===== src/rtl/illegal_instruction_exception_unit_if.sv =====
// Decode-side and exception-side signals of the illegal-instruction exception unit.
// The unit itself connects through the slave modport; the driving environment uses master.
interface illegal_instruction_exception_unit_if #(
  parameter int unsigned ID_W    = 3,
  parameter int unsigned COUNT_W = 16
);
  logic               decode_valid;
  logic [31:0]        decode_pc;
  logic [31:0]        decode_instruction;
  logic [ID_W-1:0]    decode_id;
  logic               illegal_instruction;
  logic               pipeline_idle;
  logic               flush;
  logic               decode_stall;
  logic               exception_valid;
  logic [4:0]         exception_code;
  logic [31:0]        exception_pc;
  logic [31:0]        exception_tval;
  logic [ID_W-1:0]    exception_id;
  logic               exception_ack;
  logic [COUNT_W-1:0] illegal_count;

  modport slave (
    input  decode_valid, decode_pc, decode_instruction, decode_id, illegal_instruction,
    input  pipeline_idle, flush, exception_ack,
    output decode_stall, exception_valid, exception_code, exception_pc, exception_tval,
    output exception_id, illegal_count
  );

  modport master (
    output decode_valid, decode_pc, decode_instruction, decode_id, illegal_instruction,
    output pipeline_idle, flush, exception_ack,
    input  decode_stall, exception_valid, exception_code, exception_pc, exception_tval,
    input  exception_id, illegal_count
  );
endinterface


===== src/rtl/illegal_instruction_exception_unit.sv =====
// Illegal-instruction exception unit: stalls decode on a flagged instruction, captures its
// PC/encoding/ID, waits for older instructions to drain, then raises an mcause-2 request
// that is held until acknowledged. Counts acknowledged exceptions (saturating).
module illegal_instruction_exception_unit #(
  parameter int unsigned ID_W          = 3,
  parameter bit          TVAL_ENCODING = 1'b1,
  parameter int unsigned COUNT_W       = 16
) (
  input  logic                                clk,
  input  logic                                rst_n,
  illegal_instruction_exception_unit_if.slave bus
);

  typedef enum logic [1:0] {
    StIdle    = 2'd0,
    StDrain   = 2'd1,
    StRequest = 2'd2
  } state_e;

  localparam logic [4:0] IllegalCause = 5'd2;

  state_e             state_q, state_d;
  logic [31:0]        cap_pc_q, cap_pc_d;
  logic [31:0]        cap_tval_q, cap_tval_d;
  logic [ID_W-1:0]    cap_id_q, cap_id_d;
  logic               exc_valid_q, exc_valid_d;
  logic [4:0]         exc_code_q, exc_code_d;
  logic [31:0]        exc_pc_q, exc_pc_d;
  logic [31:0]        exc_tval_q, exc_tval_d;
  logic [ID_W-1:0]    exc_id_q, exc_id_d;
  logic [COUNT_W-1:0] count_q, count_d;
  logic               illegal_accept;

  // A flagged instruction is taken only if no flush is discarding it this cycle.
  assign illegal_accept = bus.decode_valid & bus.illegal_instruction & ~bus.flush;

  // Combinational stall so the illegal instruction never issues, even in its first cycle.
  assign bus.decode_stall = (state_q != StIdle) | illegal_accept;

  assign bus.exception_valid = exc_valid_q;
  assign bus.exception_code  = exc_code_q;
  assign bus.exception_pc    = exc_pc_q;
  assign bus.exception_tval  = exc_tval_q;
  assign bus.exception_id    = exc_id_q;
  assign bus.illegal_count   = count_q;

  // Next-state and registered-output logic for the capture/drain/request sequence.
  always_comb begin
    state_d     = state_q;
    cap_pc_d    = cap_pc_q;
    cap_tval_d  = cap_tval_q;
    cap_id_d    = cap_id_q;
    exc_valid_d = exc_valid_q;
    exc_code_d  = exc_code_q;
    exc_pc_d    = exc_pc_q;
    exc_tval_d  = exc_tval_q;
    exc_id_d    = exc_id_q;
    count_d     = count_q;
    unique case (state_q)
      StIdle: begin
        if (illegal_accept) begin
          cap_pc_d   = bus.decode_pc;
          cap_tval_d = TVAL_ENCODING ? bus.decode_instruction : 32'd0;
          cap_id_d   = bus.decode_id;
          state_d    = StDrain;
        end
      end
      StDrain: begin
        // Flush wins over drain completion.
        if (bus.flush) begin
          state_d = StIdle;
        end else if (bus.pipeline_idle) begin
          state_d     = StRequest;
          exc_valid_d = 1'b1;
          exc_code_d  = IllegalCause;
          exc_pc_d    = cap_pc_q;
          exc_tval_d  = cap_tval_q;
          exc_id_d    = cap_id_q;
        end
      end
      StRequest: begin
        // Request is committed: flush is ignored, only ack releases it.
        if (bus.exception_ack) begin
          state_d     = StIdle;
          exc_valid_d = 1'b0;
          exc_code_d  = 5'd0;
          exc_pc_d    = 32'd0;
          exc_tval_d  = 32'd0;
          exc_id_d    = '0;
          if (count_q != {COUNT_W{1'b1}}) begin
            count_d = count_q + COUNT_W'(1);
          end
        end
      end
      default: begin
        state_d = StIdle;
      end
    endcase
  end

  // State and output registers; reset abandons any capture immediately.
  always_ff @(posedge clk or negedge rst_n) begin
    if (!rst_n) begin
      state_q     <= StIdle;
      cap_pc_q    <= 32'd0;
      cap_tval_q  <= 32'd0;
      cap_id_q    <= '0;
      exc_valid_q <= 1'b0;
      exc_code_q  <= 5'd0;
      exc_pc_q    <= 32'd0;
      exc_tval_q  <= 32'd0;
      exc_id_q    <= '0;
      count_q     <= '0;
    end else begin
      state_q     <= state_d;
      cap_pc_q    <= cap_pc_d;
      cap_tval_q  <= cap_tval_d;
      cap_id_q    <= cap_id_d;
      exc_valid_q <= exc_valid_d;
      exc_code_q  <= exc_code_d;
      exc_pc_q    <= exc_pc_d;
      exc_tval_q  <= exc_tval_d;
      exc_id_q    <= exc_id_d;
      count_q     <= count_d;
    end
  end

endmodule


===== src/flat_wrapper.sv =====
// flat-port wrapper written by rule: the top's interface ports become plain ports
module illegal_instruction_exception_unit_flat 
#(
  parameter int unsigned ID_W          = 3,
  parameter bit          TVAL_ENCODING = 1'b1,
  parameter int unsigned COUNT_W       = 16
)
  (clk, rst_n, bus_decode_valid, bus_decode_pc, bus_decode_instruction, bus_decode_id, bus_illegal_instruction, bus_pipeline_idle, bus_flush, bus_exception_ack, bus_decode_stall, bus_exception_valid, bus_exception_code, bus_exception_pc, bus_exception_tval, bus_exception_id, bus_illegal_count);
  illegal_instruction_exception_unit_if #(.ID_W(ID_W), .COUNT_W(COUNT_W)) bus_i ();
  input  logic clk;
  input  logic rst_n;
  input wire logic [$bits(bus_i.decode_valid)-1:0] bus_decode_valid;
  input wire logic [$bits(bus_i.decode_pc)-1:0] bus_decode_pc;
  input wire logic [$bits(bus_i.decode_instruction)-1:0] bus_decode_instruction;
  input wire logic [$bits(bus_i.decode_id)-1:0] bus_decode_id;
  input wire logic [$bits(bus_i.illegal_instruction)-1:0] bus_illegal_instruction;
  input wire logic [$bits(bus_i.pipeline_idle)-1:0] bus_pipeline_idle;
  input wire logic [$bits(bus_i.flush)-1:0] bus_flush;
  input wire logic [$bits(bus_i.exception_ack)-1:0] bus_exception_ack;
  output wire logic [$bits(bus_i.decode_stall)-1:0] bus_decode_stall;
  output wire logic [$bits(bus_i.exception_valid)-1:0] bus_exception_valid;
  output wire logic [$bits(bus_i.exception_code)-1:0] bus_exception_code;
  output wire logic [$bits(bus_i.exception_pc)-1:0] bus_exception_pc;
  output wire logic [$bits(bus_i.exception_tval)-1:0] bus_exception_tval;
  output wire logic [$bits(bus_i.exception_id)-1:0] bus_exception_id;
  output wire logic [$bits(bus_i.illegal_count)-1:0] bus_illegal_count;
  assign bus_i.decode_valid = bus_decode_valid;
  assign bus_i.decode_pc = bus_decode_pc;
  assign bus_i.decode_instruction = bus_decode_instruction;
  assign bus_i.decode_id = bus_decode_id;
  assign bus_i.illegal_instruction = bus_illegal_instruction;
  assign bus_i.pipeline_idle = bus_pipeline_idle;
  assign bus_i.flush = bus_flush;
  assign bus_i.exception_ack = bus_exception_ack;
  assign bus_decode_stall = bus_i.decode_stall;
  assign bus_exception_valid = bus_i.exception_valid;
  assign bus_exception_code = bus_i.exception_code;
  assign bus_exception_pc = bus_i.exception_pc;
  assign bus_exception_tval = bus_i.exception_tval;
  assign bus_exception_id = bus_i.exception_id;
  assign bus_illegal_count = bus_i.illegal_count;
  illegal_instruction_exception_unit #(.ID_W(ID_W), .TVAL_ENCODING(TVAL_ENCODING), .COUNT_W(COUNT_W)) u_core (.clk(clk), .rst_n(rst_n), .bus(bus_i));
endmodule

===== config.mk =====
export PLATFORM = sky130hd
export DESIGN_NAME = illegal_instruction_exception_unit_flat
export DESIGN_NICKNAME = d
export VERILOG_FILES = /design/src/rtl/illegal_instruction_exception_unit_if.sv /design/src/rtl/illegal_instruction_exception_unit.sv /design/src/flat_wrapper.sv
export SDC_FILE = /design/constraint.sdc
export NUM_CORES = 1
export LEC_CHECK = 0
export CORE_ASPECT_RATIO = 0.9
export CORE_MARGIN = 1
export CORE_UTILIZATION = 43
export DETAILED_ROUTE_END_ITERATION = 16
export GPL_TIMING_DRIVEN = 0
export PLACE_DENSITY = 0.76
export SLEW_MARGIN = 20
export SYNTH_ARGS = -nofsm -noshare
export SYNTH_HDL_FRONTEND = slang
export SYNTH_SLANG_ARGS = --single-unit

===== constraint.sdc =====
create_clock -name clk -period 1.7 [get_ports clk]
set_input_delay 0.425 -clock clk [delete_from_list [all_inputs] [get_ports clk]]
set_output_delay 0.425 -clock clk [all_outputs]
set_load 0.03 [all_outputs]

==> results of run 1 <==
[power by group through the flow]
stage	clock [mW]	sequential [mW]	combinational (mW)
after floorplan	0	5.94	0.977
after global placement	0	5.04	3.32
after detailed placement	0	5.07	3.39
after CTS	3.64	5.02	3.10
after global routing	3.80	5.11	3.35
final	3.57	5.01	3.15
[flip-flops by register name, summed over array words and instances (netlist names)]
name / cells
u_core.bus.exception_pc: 32
u_core.bus.exception_tval: 32
u_core.cap_pc_q: 32
u_core.cap_tval_q: 32
u_core.bus.illegal_count: 16
u_core.bus.exception_id: 3
u_core.cap_id_q: 3
u_core.state_q: 2
u_core.bus.exception_code: 1
[layout by cell type, fill, tap and decap left out, drive strengths merged, types with 5 or more instances in the layout]
| cell | synthesis | routed |
|---|---|---|
| dfrtp | 153 | 153 |
| dlygate4sd2 | 0 | 75 |
| mux2 | 70 | 70 |
| clkdlybuf4s50 | 0 | 69 |
| a22o | 67 | 67 |
| clkbuf | 12 | 35 |
| buf | 17 | 33 |
| nand3 | 9 | 9 |
| clkdlybuf4s15 | 0 | 9 |
| nand4 | 8 | 8 |
| xnor2 | 8 | 8 |
| nor2 | 7 | 7 |
| nand2 | 6 | 6 |
| and3 | 5 | 5 |
| nor3 | 5 | 5 |
[cell type report]
cell class / count / area share
Sequential cell: 153 / 0.448
Multi-Input combinational cell: 209 / 0.233
Timing Repair Buffer: 176 / 0.201
Clock buffer: 22 / 0.0554
Buffer: 26 / 0.0278
Tap cell: 168 / 0.0246
Clock inverter: 10 / 0.0108
[routing by layer]
metal | track usage | part of all wire | vias up
li1 | - | - | 1820
met1 | 0.262 | 0.45 | 2082
met2 | 0.321 | 0.48 | 124
met3 | 0.0615 | 0.062 | 12
met4 | 0.0715 | 0.0094 | 0
met5 | 0 | 0 | -
[worst reg2reg max path, delay by kind of cell (launching register included)]
family	cells	cell delay, ps
buf+inv	2	350
flops	1	390
mux	1	300
simple gates	1	560
[worst paths after layout]
kind,start,to,slack [ps],cells past startpoint
worst min-delay path,bus_decode_valid,u_core.state_q[0],420,4
worst min register to register,u_core.state_q[1],u_core.state_q[0],490,1
max in group asynchronous,rst_n,u_core.cap_pc_q[1],370,3
min in group asynchronous,rst_n,u_core.bus.illegal_count[11],530,2
worst max register to register,u_core.state_q[0],u_core.cap_pc_q[4],-20,4
worst max-delay path,u_core.state_q[0],u_core.cap_pc_q[4],-20,4
[logic make-up after synthesis]
| group | Yosys count | share of synthesized area |
|---|---|---|
| flops | 153 | 0.646 |
| compound gates | 73 | 0.105 |
| mux | 72 | 0.155 |
| simple gates | 49 | 0.0469 |
| buf+inv | 29 | 0.0283 |
| xor+xnor | 10 | 0.0148 |
| fa+ha+maj | 1 | 0.00211 |
| other cells | 1 | 0.000633 |
[per-stage QoR]
| stage | hold WS (ps) | setup WS, ps |
|---|---|---|
| 6_report | 424 | -21.7 |
| 2_1_floorplan | 129 | -47.2 |
| 3_3_place_gp | 474 | -6180 |
| 5_1_grt | 426 | -63.8 |
| 4_1_cts | 437 | -175 |
| 3_5_place_dp | 385 | -956 |
[timing repair]
action	in CTS	in global routing
endpoints found under the hold margin	60	0
buffers inserted	4	8
gates resized for setup	137	26
gates cloned	0	3
pin swaps	0	5
hold buffers	1	0
setup endpoints to repair	223	116
==> results.md, run 1 <==
- Fin crit share: 1.01
- Input/output buffers: around 160
- Finished Layout Cells: between 700 and 800
- Die H: between 100 and 150 um
- Die area: ~14000 um^2
- Fmax: 581 MHz
- Via count: just over 4000
- Post-synthesis area per instance: around 15 um^2
- Longest Clk Path Bufs: 2
- Comb power frac: 0.268
- Grt ovf: 0
- GPL Wtd Cong: ~0.75
- CTS clk-pin slew, worst paths: roughly 60 ps
- Worst Hold Class: in2reg
- Top post-synthesis cells by area: dfrtp_1 65%, a22o_1 9.9%, mux2_2 7.6%
- Status: finished with violations
- Post-Syn Instances: 388
- Crit path largest cell delay: 560 ps
- Lkg Pwr: 4.27 nW
- Routed length per placed instance: approximately 18 um
- Overall routing resource usage: 0.202
- Crit-path cells: or4_4 -> buf_12 -> clkbuf_16 -> mux2_4
- Crit Path Class: reg2reg
- H-tree depth: 4
- Req. time, crit path: 1990 ps
- Share of cells above drive strength 1: 0.282
- Ports: 164
- Reg power frac: 0.427
- Final min period: 1720 ps
- Clock Power Share: 0.304
- Register bit total from synthesis: around 150
- Int Pwr: between 8 and 9 mW
- CP top delay family: simple AND/OR/NAND/NOR gates
- Synth top cells by count: 153 x dfrtp_1, 67 x a22o_1, 40 x mux2_2, 30 x mux2_4, 12 x clkbuf_1
- # fillers: 1040
- Final setup viols: 17
- Max-slew violations: 0
- Largest net degree at the start of global routing: 94
- Mapped cell area: roughly 5900 um^2
- First-pass GRT wire length: 22.0 mm
- Area grow syn2layout: 44.5%
- DR DRC count: 0
- Nets: between 600 and 700
- CP bufs+invs: 2
- Worst skew pair latency: approximately 410 ps
- Initial antenna violation count: 0
- Fin Setup TNS: -163 ps
- Antenna-violating nets left: 0
- Yosys top cell by area: dfrtp_1
- Placement Cell Area: 7770 um^2
- FF+latch area: around 3800 um^2
- Row cnt: 40
- Post-synthesis cell type count: 31
- Final Hold Viols: 0
- N_diodes: 0
- Initial Util: 0.442
- Critical Path AT: between 2000 and 2500 ps
- Vias in the first global route: around 4200
- Synth top area share: 0.646
- Clock root buffer: clkbuf_16
- Number of synthesized flops with an enable pin: 0
- Post-synthesis sequential area ratio: 0.646
- Clock Sinks: ~150
- DR vias/cell: 5.29
- Placed cell count: between 700 and 800
- Most common cell in the netlist: dfrtp_1
- NetSw: roughly 3.6 mW
- Final core utilization: 0.638
- FFs w/ async S/R, synth: 1.00
- Max cap viols: 0
- Multi-input gate area: between 1500 and 2000 um^2
- Switch share: 0.311
- Routed wire length: 13.8 mm
- Critical Path Fanout Max: 7
- Total CTS buffers: 17
- Startpoint Class: flip-flop
- Clock Skews: a little over 10 ps
- Hpwl dp: roughly 9 mm
- Design area: ~8600 um^2
- Final Power: 11.7 mW
- Initial drt markers: 265
- Failing checks: negative setup slack
- Critical Path Sink Type: flip-flop
- DRT Pass-1 Iters: 4
- TritonCTS clock tree: done
- RSZ-0062 raised after global routing: yes
- Slowest CP cell: or4_4
- Yosys warns: 0
- PwrDens: 1370 nW/um^2
- Final Worst Setup Slack: -21.7 ps
- Main synth FF type: dfrtp_1
- Maximum VDD drop: a little under 0.9 mV
- Core Region: around 13000 um^2
- Die X: 126 um
(Power assumes the default switching activity.)
==> run 2, diff against run 1 <==
Settings changed: CAP_MARGIN set to 30, CORE_UTILIZATION 43 to 48, PLACE_DENSITY 0.76 to 0.8.
Clock period 1.7 ns to 1.85 ns, I/O delays scaled along.
==> run 2 against run 1 <==
The flow now finishes without violations. First-iteration DRC count is 6.4% lower. Critical path type unchanged. Largest cell class unchanged. Register-to-register slack gained 60 ps. Via count decreased by 0.52%. Die area down 10%. Sequential share of layout area rose by 1.2 points. Clock power down 2%. Critical endpoint is now u_core.cap_tval_q[8].
==> results.md, run 2 (synthesis results as in run 1) <==
- Maximum VDD drop: 0.842 mV (-5.0%)
- DR DRC count: 0 (unchanged)
- Initial drt markers: 248 (-6.4%)
- Req. time, crit path: 2150 ps (+160 ps)
- Reg-to-Reg Start: u_core.state_q[0]
- GR Util met2: 0.342 (+0.0203)
- Clock root buffer: clkbuf_16
- Fmax: 553 MHz (-4.9%)
- Slowest CP cell: or4_4
- Final min period: 1810 ps (+88.0 ps)
- Longest Clk Path Bufs: 2 (unchanged)
- Clock Skews: 11.6 ps (+1.25 ps)
- Worst Hold Class: in2reg
- GPL Wtd Cong: 0.752 (+0.56%)
- Final setup viols: 0 (-17)
- Vias in the first global route: 4199 (-0.048%)
- Share of cells above drive strength 1: 0.227 (-0.0549)
- Nets: 648 (-1.5%)
- Most common cell after layout, fill and taps aside: dfrtp_1
- Clock Sinks: 153 (unchanged)
- RSZ-0062 raised after global routing: no
- Pre-CTS WS: -830 ps (+125 ps)
- Worst Setup EP: u_core.cap_tval_q[8]
- Routed wire length: 13.5 mm (-1.7%)
- Crit path largest cell delay: 580 ps (+20 ps)
- Core Region: 12000 um^2 (-10%)
- DRT Pass-1 Iters: 4 (unchanged)
- First-pass GRT wire length: 22.1 mm (about the same)
- Largest net degree at the start of global routing: 90 (-4.3%)
- Routed length per placed instance: 18.1 um (+0.63%)
- Die X: 119 um (-5.3%)
- PwrDens: 1310 nW/um^2 (-4.3%)
- Via count: 4017 (-0.52%)
- Met1 Track Usage GR: 0.297 (+0.0347)
- Startpoint Class: flip-flop
- Initial Util: 0.492 (+0.0508)
- Critical Path AT: 2110 ps (+90 ps)
- Ports: 164 (unchanged)
- Die area: 12800 um^2 (-10%)
- Final core utilization: 0.692 (+0.0541)
- Critical Path Sink Type: flip-flop
- Worst Reg-to-Reg Cells: 4 (unchanged)
- Initial antenna violation count: 0 (unchanged)
- Status: finished clean
- Total CTS buffers: 17 (unchanged)
- Reg2reg end: u_core.cap_tval_q[8]
- Max cap viols: 0 (unchanged)
- Lkg Pwr: 4.17 nW (-2.4%)
- Antenna-violating nets left: 0 (unchanged)
- R2r setup slk: 40 ps (+60 ps)
- Final Hold Viols: 0 (unchanged)
- Fin crit share: 0.978 (-0.0345)
- Crit-path cells: or4_4 -> buf_4 -> buf_2 -> mux2_2
- Row cnt: 38 (-5.0%)
- Input/output buffers: 159 (unchanged)
- H-tree depth: 4 (unchanged)
- Critical Path Fanout Max: 10 (+3)
- Worst Hold Launch: bus_flush
- Worst skew pair latency: 420 ps (about the same)
- Commonest cells after routing, fill and taps aside: 151 x dfrtp_1, 86 x dlygate4sd2_1, 69 x clkdlybuf4s50_1
- TritonCTS clock tree: done
- Worst Setup SP: u_core.state_q[0]
- Area grow syn2layout: 40.6%
- Die H: 107 um (-5.3%)
- Hpwl dp: 8.98 mm (-0.15%)
- CTS clk-pin slew, worst paths: 60 ps (about the same)
- Max-slew violations: 0 (unchanged)
- WHS: 477 ps (+53.5 ps)
- DR vias/cell: 5.38 (+1.9%)
- Crit Path Class: reg2reg
- Overall routing resource usage: 0.228 (+0.0258)
- Final Worst Setup Slack: 40.3 ps (+62.0 ps)
- N_diodes: 0 (unchanged)
- Busiest layer in global routing: met2
- Met3 layer usage reported by global route: 0.0863 (+0.0249)
- Grt ovf: 0 (unchanged)
[run 2: cell count changes in the layout (fill, tap and decap cells not counted), moves of 3 or more]
cell             change
buf_4               -12
buf_2                +7
clkdlybuf4s15_2      -7
clkbuf_1            +10
buf_12               -3
clkbuf_16            -3
clkbuf_2             -7
clkinvlp_4           -4
dlygate4sd2_1       +11
[run 2: worst min-delay path by stage]
stage	slack, ps	cells past startpoint	end
after global routing	480	2	u_core.state_q[0]
after detailed placement	440	1	u_core.bus.exception_pc[9]
after floorplan	170	0	u_core.bus.exception_code[1]
after global placement	480	1	u_core.bus.exception_pc[15]
final	480	2	u_core.state_q[0]
after CTS	470	2	u_core.state_q[0]
[run 2: per-stage QoR]
step	setup TNS (ps)	std cells	area, um^2	total power, mW
floorplan	0	391	5930	6.35
finish	0	746	8330	10.9
global placement	-912360	710	7730	7.68
CTS	-0.705	748	8350	11.0
detailed placement	-80470	711	7760	7.78
global route	0	746	8330	11.4
[run 2: worst max-delay path: cells and delay by family (launching register included)]
family                 cells  cell delay (ps)
AND/OR/NAND/NOR            1              580
flip-flops                 1              440
buffers and inverters      2              370
multiplexers               1              300
[run 2: cell type report]
type | count | area, um^2
Sequential cell | 153 | 3830
Fill cell | 878 | 3700
Multi-Input combinational cell | 209 | 1960
Timing Repair Buffer | 165 | 1550
Clock buffer | 25 | 485
Tap cell | 160 | 200
Buffer | 27 | 184
Clock inverter | 7 | 114
[run 2: report_power, final]
part           switching [mW]  total, mW  internal (mW)
Sequential              0.484       4.62           4.14
Combinational            1.53       2.80           1.26
Clock                    1.28       3.51           2.23
Total                    3.30       10.9           7.63
[run 2: timing repair]
action	CTS	global route
pin swaps	3	1
resized for setup	102	12
hold buffers	1	0
cloned	1	0
setup endpoints to repair	192	36
hold endpoints to repair	24	0
buffers inserted	4	0
[run 2: metal layers]
layer	vias up	part of all wire
met3	19	0.074
met4	0	0.017
met2	130	0.46
met1	2069	0.45
met5	-	0
li1	1799	-
==> run 3, diff against run 2 <==
Settings changed: ABC_CLOCK_PERIOD_IN_PS set to 1850.
==> results of run 3 <==
No change in the layout: final DEF, timing and power equal those of run 2.
